==> src/rtl/binary_to_gray_counter_if.sv <==
`default_nettype none
// ============================================================================
//  Module   : binary_to_gray_counter_if
//  Brief    : Control and result bundle for binary_to_gray_counter.
//             The master side drives enable/load/direction, the slave side
//             (the counter) returns the binary/Gray codes and status pulses.
//             i_dir is present only when GRAY_DOWN_EN is defined.
//  Revision : 1.0 - initial release
// ============================================================================
interface binary_to_gray_counter_if #(
  parameter int WIDTH = 4
);

  logic             i_en;
  logic             i_load;
  logic [WIDTH-1:0] i_load_bin;
`ifdef GRAY_DOWN_EN
  logic             i_dir;
`endif
  logic [WIDTH-1:0] o_binary;
  logic [WIDTH-1:0] o_gray;
  logic             o_valid;
  logic             o_wrap;

  // Stimulus side: drives the control strobes, observes the codes.
  modport master (
`ifdef GRAY_DOWN_EN
    output i_dir,
`endif
    output i_en,
    output i_load,
    output i_load_bin,
    input  o_binary,
    input  o_gray,
    input  o_valid,
    input  o_wrap
  );

  // Counter side: consumes the control strobes, produces the codes.
  modport slave (
`ifdef GRAY_DOWN_EN
    input  i_dir,
`endif
    input  i_en,
    input  i_load,
    input  i_load_bin,
    output o_binary,
    output o_gray,
    output o_valid,
    output o_wrap
  );

endinterface : binary_to_gray_counter_if
`default_nettype wire

==> src/rtl/binary_to_gray_counter.sv <==
`default_nettype none
// ============================================================================
//  Module   : binary_to_gray_counter
//  Brief    : Loadable binary counter with a registered Gray-code copy.
//             Both codes are updated on the same edge so they never disagree.
//             o_valid pulses after each load or count step, o_wrap after a
//             count step that rolls over. Loads never raise o_wrap.
//             Macro GRAY_DOWN_EN adds i_dir (0 = up, 1 = down); without it
//             the counter counts up only.
//  Revision : 1.0 - initial release
// ============================================================================
module binary_to_gray_counter #(
  parameter int WIDTH = 4   // must match the WIDTH of the connected interface
) (
  input  wire logic               i_clk,
  input  wire logic               i_rst,
  binary_to_gray_counter_if.slave bus
);

  localparam logic [WIDTH-1:0] c_ONE = WIDTH'(1);

  logic [WIDTH-1:0] bin_q,   bin_d;
  logic [WIDTH-1:0] gray_q,  gray_d;
  logic             valid_q, valid_d;
  logic             wrap_q,  wrap_d;
  logic             w_down;

  // Direction select: fixed to up when the down-count feature is absent.
`ifdef GRAY_DOWN_EN
  assign w_down = bus.i_dir;
`else
  assign w_down = 1'b0;
`endif

  // Next-state: load beats count beats hold; Gray derived from the new binary
  // value so the registered pair is always consistent.
  always_comb begin
    bin_d   = bin_q;
    valid_d = 1'b0;
    wrap_d  = 1'b0;
    if (bus.i_load) begin
      bin_d   = bus.i_load_bin;
      valid_d = 1'b1;
    end else if (bus.i_en) begin
      valid_d = 1'b1;
      if (w_down) begin
        bin_d  = bin_q - c_ONE;
        wrap_d = ~|bin_q;
      end else begin
        bin_d  = bin_q + c_ONE;
        wrap_d = &bin_q;
      end
    end
    gray_d = bin_d ^ (bin_d >> 1);
  end

  // State register with asynchronous clear of codes and status pulses.
  always_ff @(posedge i_clk or posedge i_rst) begin
    if (i_rst) begin
      bin_q   <= '0;
      gray_q  <= '0;
      valid_q <= 1'b0;
      wrap_q  <= 1'b0;
    end else begin
      bin_q   <= bin_d;
      gray_q  <= gray_d;
      valid_q <= valid_d;
      wrap_q  <= wrap_d;
    end
  end

  assign bus.o_binary = bin_q;
  assign bus.o_gray   = gray_q;
  assign bus.o_valid  = valid_q;
  assign bus.o_wrap   = wrap_q;

endmodule : binary_to_gray_counter
`default_nettype wire

==> src/flat_wrapper.sv <==
// flat-port wrapper written by rule: the top's interface ports become plain ports
module binary_to_gray_counter_flat 
#(
  parameter int WIDTH = 4                                                     
)
  (i_clk, i_rst, bus_i_en, bus_i_load, bus_i_load_bin, bus_o_binary, bus_o_gray, bus_o_valid, bus_o_wrap);
  binary_to_gray_counter_if #(.WIDTH(WIDTH)) bus_i ();
  input  wire logic i_clk;
  input  wire logic i_rst;
  input wire logic [$bits(bus_i.i_en)-1:0] bus_i_en;
  input wire logic [$bits(bus_i.i_load)-1:0] bus_i_load;
  input wire logic [$bits(bus_i.i_load_bin)-1:0] bus_i_load_bin;
  output wire logic [$bits(bus_i.o_binary)-1:0] bus_o_binary;
  output wire logic [$bits(bus_i.o_gray)-1:0] bus_o_gray;
  output wire logic [$bits(bus_i.o_valid)-1:0] bus_o_valid;
  output wire logic [$bits(bus_i.o_wrap)-1:0] bus_o_wrap;
  assign bus_i.i_en = bus_i_en;
  assign bus_i.i_load = bus_i_load;
  assign bus_i.i_load_bin = bus_i_load_bin;
  assign bus_o_binary = bus_i.o_binary;
  assign bus_o_gray = bus_i.o_gray;
  assign bus_o_valid = bus_i.o_valid;
  assign bus_o_wrap = bus_i.o_wrap;
  binary_to_gray_counter #(.WIDTH(WIDTH)) u_core (.i_clk(i_clk), .i_rst(i_rst), .bus(bus_i));
endmodule
==> config.mk <==
export PLATFORM = sky130hd
export DESIGN_NAME = binary_to_gray_counter_flat
export DESIGN_NICKNAME = d
export VERILOG_FILES = /design/src/rtl/binary_to_gray_counter_if.sv /design/src/rtl/binary_to_gray_counter.sv /design/src/flat_wrapper.sv
export SDC_FILE = /design/constraint.sdc
export NUM_CORES = 1
export LEC_CHECK = 0
export ABC_AREA = 0
export BUFFER_PORTS_ARGS = -buffer_cell sky130_fd_sc_hd__buf_2
export CAP_MARGIN = 0
export CORE_AREA = 2 2 39 41
export DETAILED_ROUTE_END_ITERATION = 10
export DIE_AREA = 0 0 41 43
export SLEW_MARGIN = 40
export SYNTH_ARGS = -nofsm -noshare
export SYNTH_HDL_FRONTEND = slang
export SYNTH_SLANG_ARGS = --single-unit
==> constraint.sdc <==
create_clock -name i_clk -period 1.89 [get_ports i_clk]
set_clock_uncertainty 0.15 [all_clocks]
set_input_delay 0.378 -clock i_clk [delete_from_list [all_inputs] [get_ports i_clk]]
set_output_delay 0.378 -clock i_clk [all_outputs]
set_load 0.1 [all_outputs]
# Word level (Yosys, flattened, before mapping)
# Index checks and enable logic that the tools add are counted.
# Widths: inputs -> output; s select.
op_classes:
  n_addsub: 1
  mux: 6
  bitwise: 1
  reduce_logical: 1
ops:
  columns: ["cell", "count"]
  rows:
  - ["$mux 4", 2]
  - ["$add 4x1->4 const B", 1]
  - ["$mux 1", 4]
  - ["$reduce_and 4->1", 1]
  - ["$xor 4x3->4", 1]
totals:
  regBits: 10
  input_bits: 8
  output_inout_bits: 10
  elab_cells: 13

# Depth between registers and ports, before layout
logic_depth:
  ltp_word: 4
  mapped_depth: 5

# Worst setup path after synthesis
# Ideal clock, no wire load.
synth_timing:
  kind: "register to register"
  startpoint: "register u_core.bin_q[0], in the netlist u_core.bus.o_binary[0]"
  endpoint: "register u_core.gray_q[1], in the netlist u_core.bus.o_gray[1]"
  setup_ns: 0.079
  arrival_ns: 1.822
  t_required_ns: 1.661
  path_slack_ns: -0.161
  path_stages_with_launch: 6
  cell_sequence: "dfrtp_1 -> ha_1 -> nand2_2 -> xnor2_1 -> mux2i_2 -> xor2_1"
synth_via:
  elab_chain_cells: 4
synth_lines:
  columns: ["item", "line", "rtl"]
  rows:
  - ["start: declaration", "binary_to_gray_counter.sv:22", "logic [WIDTH-1:0] bin_q, bin_d;"]
  - ["start signal: assignment", "binary_to_gray_counter.sv:65", "bin_q <= bin_d;"]
  - ["$add 4x1->4", "binary_to_gray_counter.sv:50", "bin_d = bin_q + c_ONE;"]
  - ["$mux 4", "binary_to_gray_counter.sv:44", "end else if (bus.i_en) begin"]
  - ["$mux 4", "binary_to_gray_counter.sv:41", "if (bus.i_load) begin"]
  - ["$xor 4x3->4", "binary_to_gray_counter.sv:54", "gray_d = bin_d ^ (bin_d >> 1);"]
  - ["named net u_core.gray_d[1]", "binary_to_gray_counter.sv:23", "logic [WIDTH-1:0] gray_q, gray_d;"]
  - ["end signal: assignment", "binary_to_gray_counter.sv:66", "gray_q <= gray_d;"]
  - ["end: declaration", "binary_to_gray_counter.sv:23", null]
# The timed path passes the listed nets, and every way through them passes these cells.

# Worst setup path after layout
layout_timing:
  startpoint: "register u_core.bin_q[0], in the netlist u_core.bus.o_binary[0]"
  endpoint: "output port bus_o_binary[0]"
layout_lines:
  columns: ["item", "line", "rtl"]
  rows:
  - ["end: declaration", "flat_wrapper.sv:13", "output wire logic [$bits(bus_i.o_binary)-1:0] bus_o_binary;"]
# No word-level cell between the ends.

==> impl.org <==
** Run status
- Run status :: complete, no violations

** STA
- Crit path time final :: 1.62 ns
- Adding up every negative setup slack in the final design gives 0 ns.
- In the finished design, the share of the clock period the worst path needs comes to 0.859.
- Max frequency :: 616 MHz
- Tightest slew margin relative to the limit :: 0.676
- Slew @ Worst Pin :: 0.490 ns
- The max-slew violation count is 0.
- The total count of hold-check failures in the final report is 0.
- Final-layout worst hold slack :: 0.209 ns
- Final setup violation count :: 0
- Unrepaired setup endpoints after global routing :: no
- Worst setup margin :: 0.266 ns

** Power
- Power per cell area :: 1460 mW/mm²
- IR drop worst, VDD :: 0.434 mV
- For this design the static power due to leakage is 0.263 nW.
- After layout, the design draws a total of 781 µW.

** Place
- DP Cell Count :: 64
- Place WS :: 0.403 ns
- Placer congestion estimate :: 0.735
- Post-DP HPWL :: 548 µm
- In this run the tool buffered the top-level ports with 17 buffer cells.

** Synth
- The cell count after synthesis came out at 33.
- Distinct cells, synth :: 18
- Yosys printed 0 warnings.
- The synthesized design contains 9 register bits.
- For this run, the register share of the synthesized area comes to 0.552.
- Average size of a mapped cell :: 12.4 µm²
- Cell area after synthesis :: 408 µm²
- Nets in the synthesized netlist :: 42

** Cells and area
- Area of the multi-input gates :: 153 µm²
- For this run, the post-layout net count is 63.
- Fill cells in the final layout number 145.
- The library cells used most frequently in the layout, excluding fill and tap cells, are 17 x sky130_fd_sc_hd__buf_2, 5 x sky130_fd_sc_hd__xnor2_1, 5 x sky130_fd_sc_hd__dfrtp_1.
- The finished layout holds 69 standard cells, fillers aside.
- Across the whole layout, storage elements account for 230 µm².
- The library cell used most frequently in the layout, excluding fill and tap cells, is sky130_fd_sc_hd__buf_2.
- Relative area change from synthesis to final layout :: 31.3%
- N_diodes :: 0
- Ratio of cells with drive above 1 in the final layout :: 0.547

** Global routing
- Total routing usage reported by global routing :: 0.114
- Leftover overflow at the end of global routing :: 0
- Number of antenna violations at the first check in global routing :: 0
- Vias in the first global route :: 243
- Largest net degree at the start of global routing :: 10
- Global-route wire length before repair :: 1.17 mm

** Clock network
- Clock tree from TritonCTS :: yes
- Number of setup buffers added after CTS :: 0
- The clock drives 9 sinks.
- After clock tree synthesis, the clock-pin slew on the worst setup and hold paths is 0.06 ns.
- In this run the clock root is driven by a sky130_fd_sc_hd__clkbuf_4.
- In this run the number of H-tree levels came out at 1.
- CTS max path bufs :: 2
- TritonCTS Buffers :: 3
- The later pin in the worst-skew pair is clocked with a latency of 0.26 ns.

** Critical path
- Critical Path Stages :: 1
- Measured in cells, the most critical reg-to-reg path has a length of 5.
- Cells traversed along the worst timing path :: buf_2
- For the worst setup path, the data arrival time is 1.10 ns.
- Category of cells accounting for the largest share of critical-path delay :: buffers and inverters
- Slowest-stage cell, CP :: sky130_fd_sc_hd__buf_2
- Setup slack on the worst flop-to-flop path :: 0.41 ns
- The startpoint identified for the worst register-to-register timing path is u_core.bus.o_binary[0]$_DFF_PP0_.
- Critical-path maximum fanout :: 4
- Slowest stage delay, CP :: 0.44 ns
- Critical path startpoint category :: register
- Required time of the critical path :: 1.36 ns
- In this run the critical register-to-register path is captured at u_core.bus.o_gray[1]$_DFF_PP0_.
- Counting both buffers and inverters, the worst setup path holds a total of 1.
- Setup crit end kind :: output pin
- Worst Setup Path Type :: register to output pin

** Detailed routing
- The detailed router placed 279 vias in this run.
- Count of routing violations after the opening detailed-route iteration :: 3
- Drt drc :: 0
- Post-route antenna net violation count :: 0
- For this block, the routed nets add up to 726 µm of wire.
- In the routed layout, each cell is associated on average with a via count of 4.04.
- DR WL/cell :: 10.5 µm
- Count of TritonRoute iterations in the first routing pass :: 2

** Floorplanning
- From left edge to right edge, the die measures 41 µm.
- In this run the count of I/O pins placed on the die edge is 18.
- The region available for standard cell placement spans 0.00138 mm².
- Number of cell rows :: 14
- DIE AREA :: 0.00176 mm²
- For this configuration, the core starts out at a cell density of 0.295.
- In this run the vertical extent of the chip is 43 µm.

** Hold path
- Worst min-delay path class :: primary input to register
- Hold-critical path endpoint :: u_core.bus.o_binary[1]$_DFF_PP0_
- The worst hold path was traced through 3 stages.
- Beginning of the worst hold path :: bus_i_load_bin[1]

** Flow run
- Number of max-capacitance violations reported :: 0
report_power, final:
group	switching (mW)	total [mW]	internal (mW)	leakage, nW
clock	0.0663	0.148	0.0813	0.0150
combinational	0.322	0.389	0.0669	0.145
sequential	0.0171	0.244	0.227	0.102
per-stage QoR:
stage                      util  area (µm²)
final                     0.387         536
after detailed placement  0.361         499
after CTS                 0.387         536
after global placement    0.361         499
after floorplan               -         413
after global routing      0.387         536
cell families (layout without fill, tap and decap cells):
kind of cell / Yosys count / after routing / share of synthesized area
AOI/OAI and AO/OA: 2 / 2 / 0.0337
xor gates and xnor gates: 6 / 6 / 0.129
adders and majority gates: 1 / 1 / 0.0307
buffers and inverters: 5 / 25 / 0.0736
DFF: 9 / 9 / 0.552
muxes: 3 / 3 / 0.0951
and+or+nand+nor: 7 / 7 / 0.0859
state kept, by name, summed over array words and instances, names as in the netlist:
name                 count
u_core.bus.o_wrap        1
u_core.bus.o_gray        3
u_core.bus.o_valid       1
u_core.bus.o_binary      4
area by class of cell:
class                   instances  area share
clock buffers                   4      0.0491
inverters                       3      0.0210
multi-input cells              19       0.285
flip-flops and latches          9       0.430
well taps                      16      0.0374
repair buffers                 18       0.178
what timing repair did:
| action | CTS | global route |
|---|---|---|
| resized for setup | 0 | 0 |
| hold endpoints to repair | 9 | 0 |
| endpoints found under the setup margin | 0 | 0 |
| hold buffers | 1 | 0 |
how the worst max path moves through the flow:
| stage | end | slack (ns) | from |
|---|---|---|---|
| 2_1_floorplan | u_core.bus.o_gray[1]$_DFF_PP0_ | 0.16 | u_core.bus.o_binary[0]$_DFF_PP0_ |
| 5_1_grt | bus_o_binary[3] | 0.22 | u_core.bus.o_binary[3]$_DFF_PP0_ |
| 3_3_place_gp | u_core.bus.o_gray[2]$_DFF_PP0_ | 0.42 | bus_i_en |
| 3_5_place_dp | u_core.bus.o_gray[2]$_DFF_PP0_ | 0.40 | bus_i_en |
| 6_report | bus_o_binary[0] | 0.27 | u_core.bus.o_binary[0]$_DFF_PP0_ |
| 4_1_cts | bus_o_binary[0] | 0.26 | u_core.bus.o_binary[0]$_DFF_PP0_ |
Yosys cell counts:
master / count / area, µm²
sky130_fd_sc_hd__xnor2_1: 5 / 43.8
sky130_fd_sc_hd__ha_1: 1 / 12.5
sky130_fd_sc_hd__buf_4: 1 / 7.51
sky130_fd_sc_hd__o21ai_1: 1 / 5.00
sky130_fd_sc_hd__inv_1: 3 / 11.3
sky130_fd_sc_hd__mux2i_2: 1 / 13.8
sky130_fd_sc_hd__nand4_1: 1 / 6.26
sky130_fd_sc_hd__or2_2: 1 / 6.26
sky130_fd_sc_hd__buf_6: 1 / 11.3
sky130_fd_sc_hd__nor2_1: 1 / 3.75
sky130_fd_sc_hd__nand2_2: 1 / 6.26
sky130_fd_sc_hd__dfrtp_1: 9 / 225
sky130_fd_sc_hd__a21oi_2: 1 / 8.76
sky130_fd_sc_hd__mux2i_1: 1 / 10.0
sky130_fd_sc_hd__mux2_4: 1 / 15.0
sky130_fd_sc_hd__nor3_1: 1 / 5.00
sky130_fd_sc_hd__xor2_1: 1 / 8.76
sky130_fd_sc_hd__nand2_1: 2 / 7.51
layer usage:
metal / vias up / GRT usage / part of all wire
li1: 143 / - / -
met1: 122 / 0.130 / 0.45
met2: 12 / 0.134 / 0.46
met3: 2 / 0.0785 / 0.074
met4: 0 / 0.100 / 0.011
met5: - / 0 / 0
No activity file was read; power rests on OpenSTA's default activity.
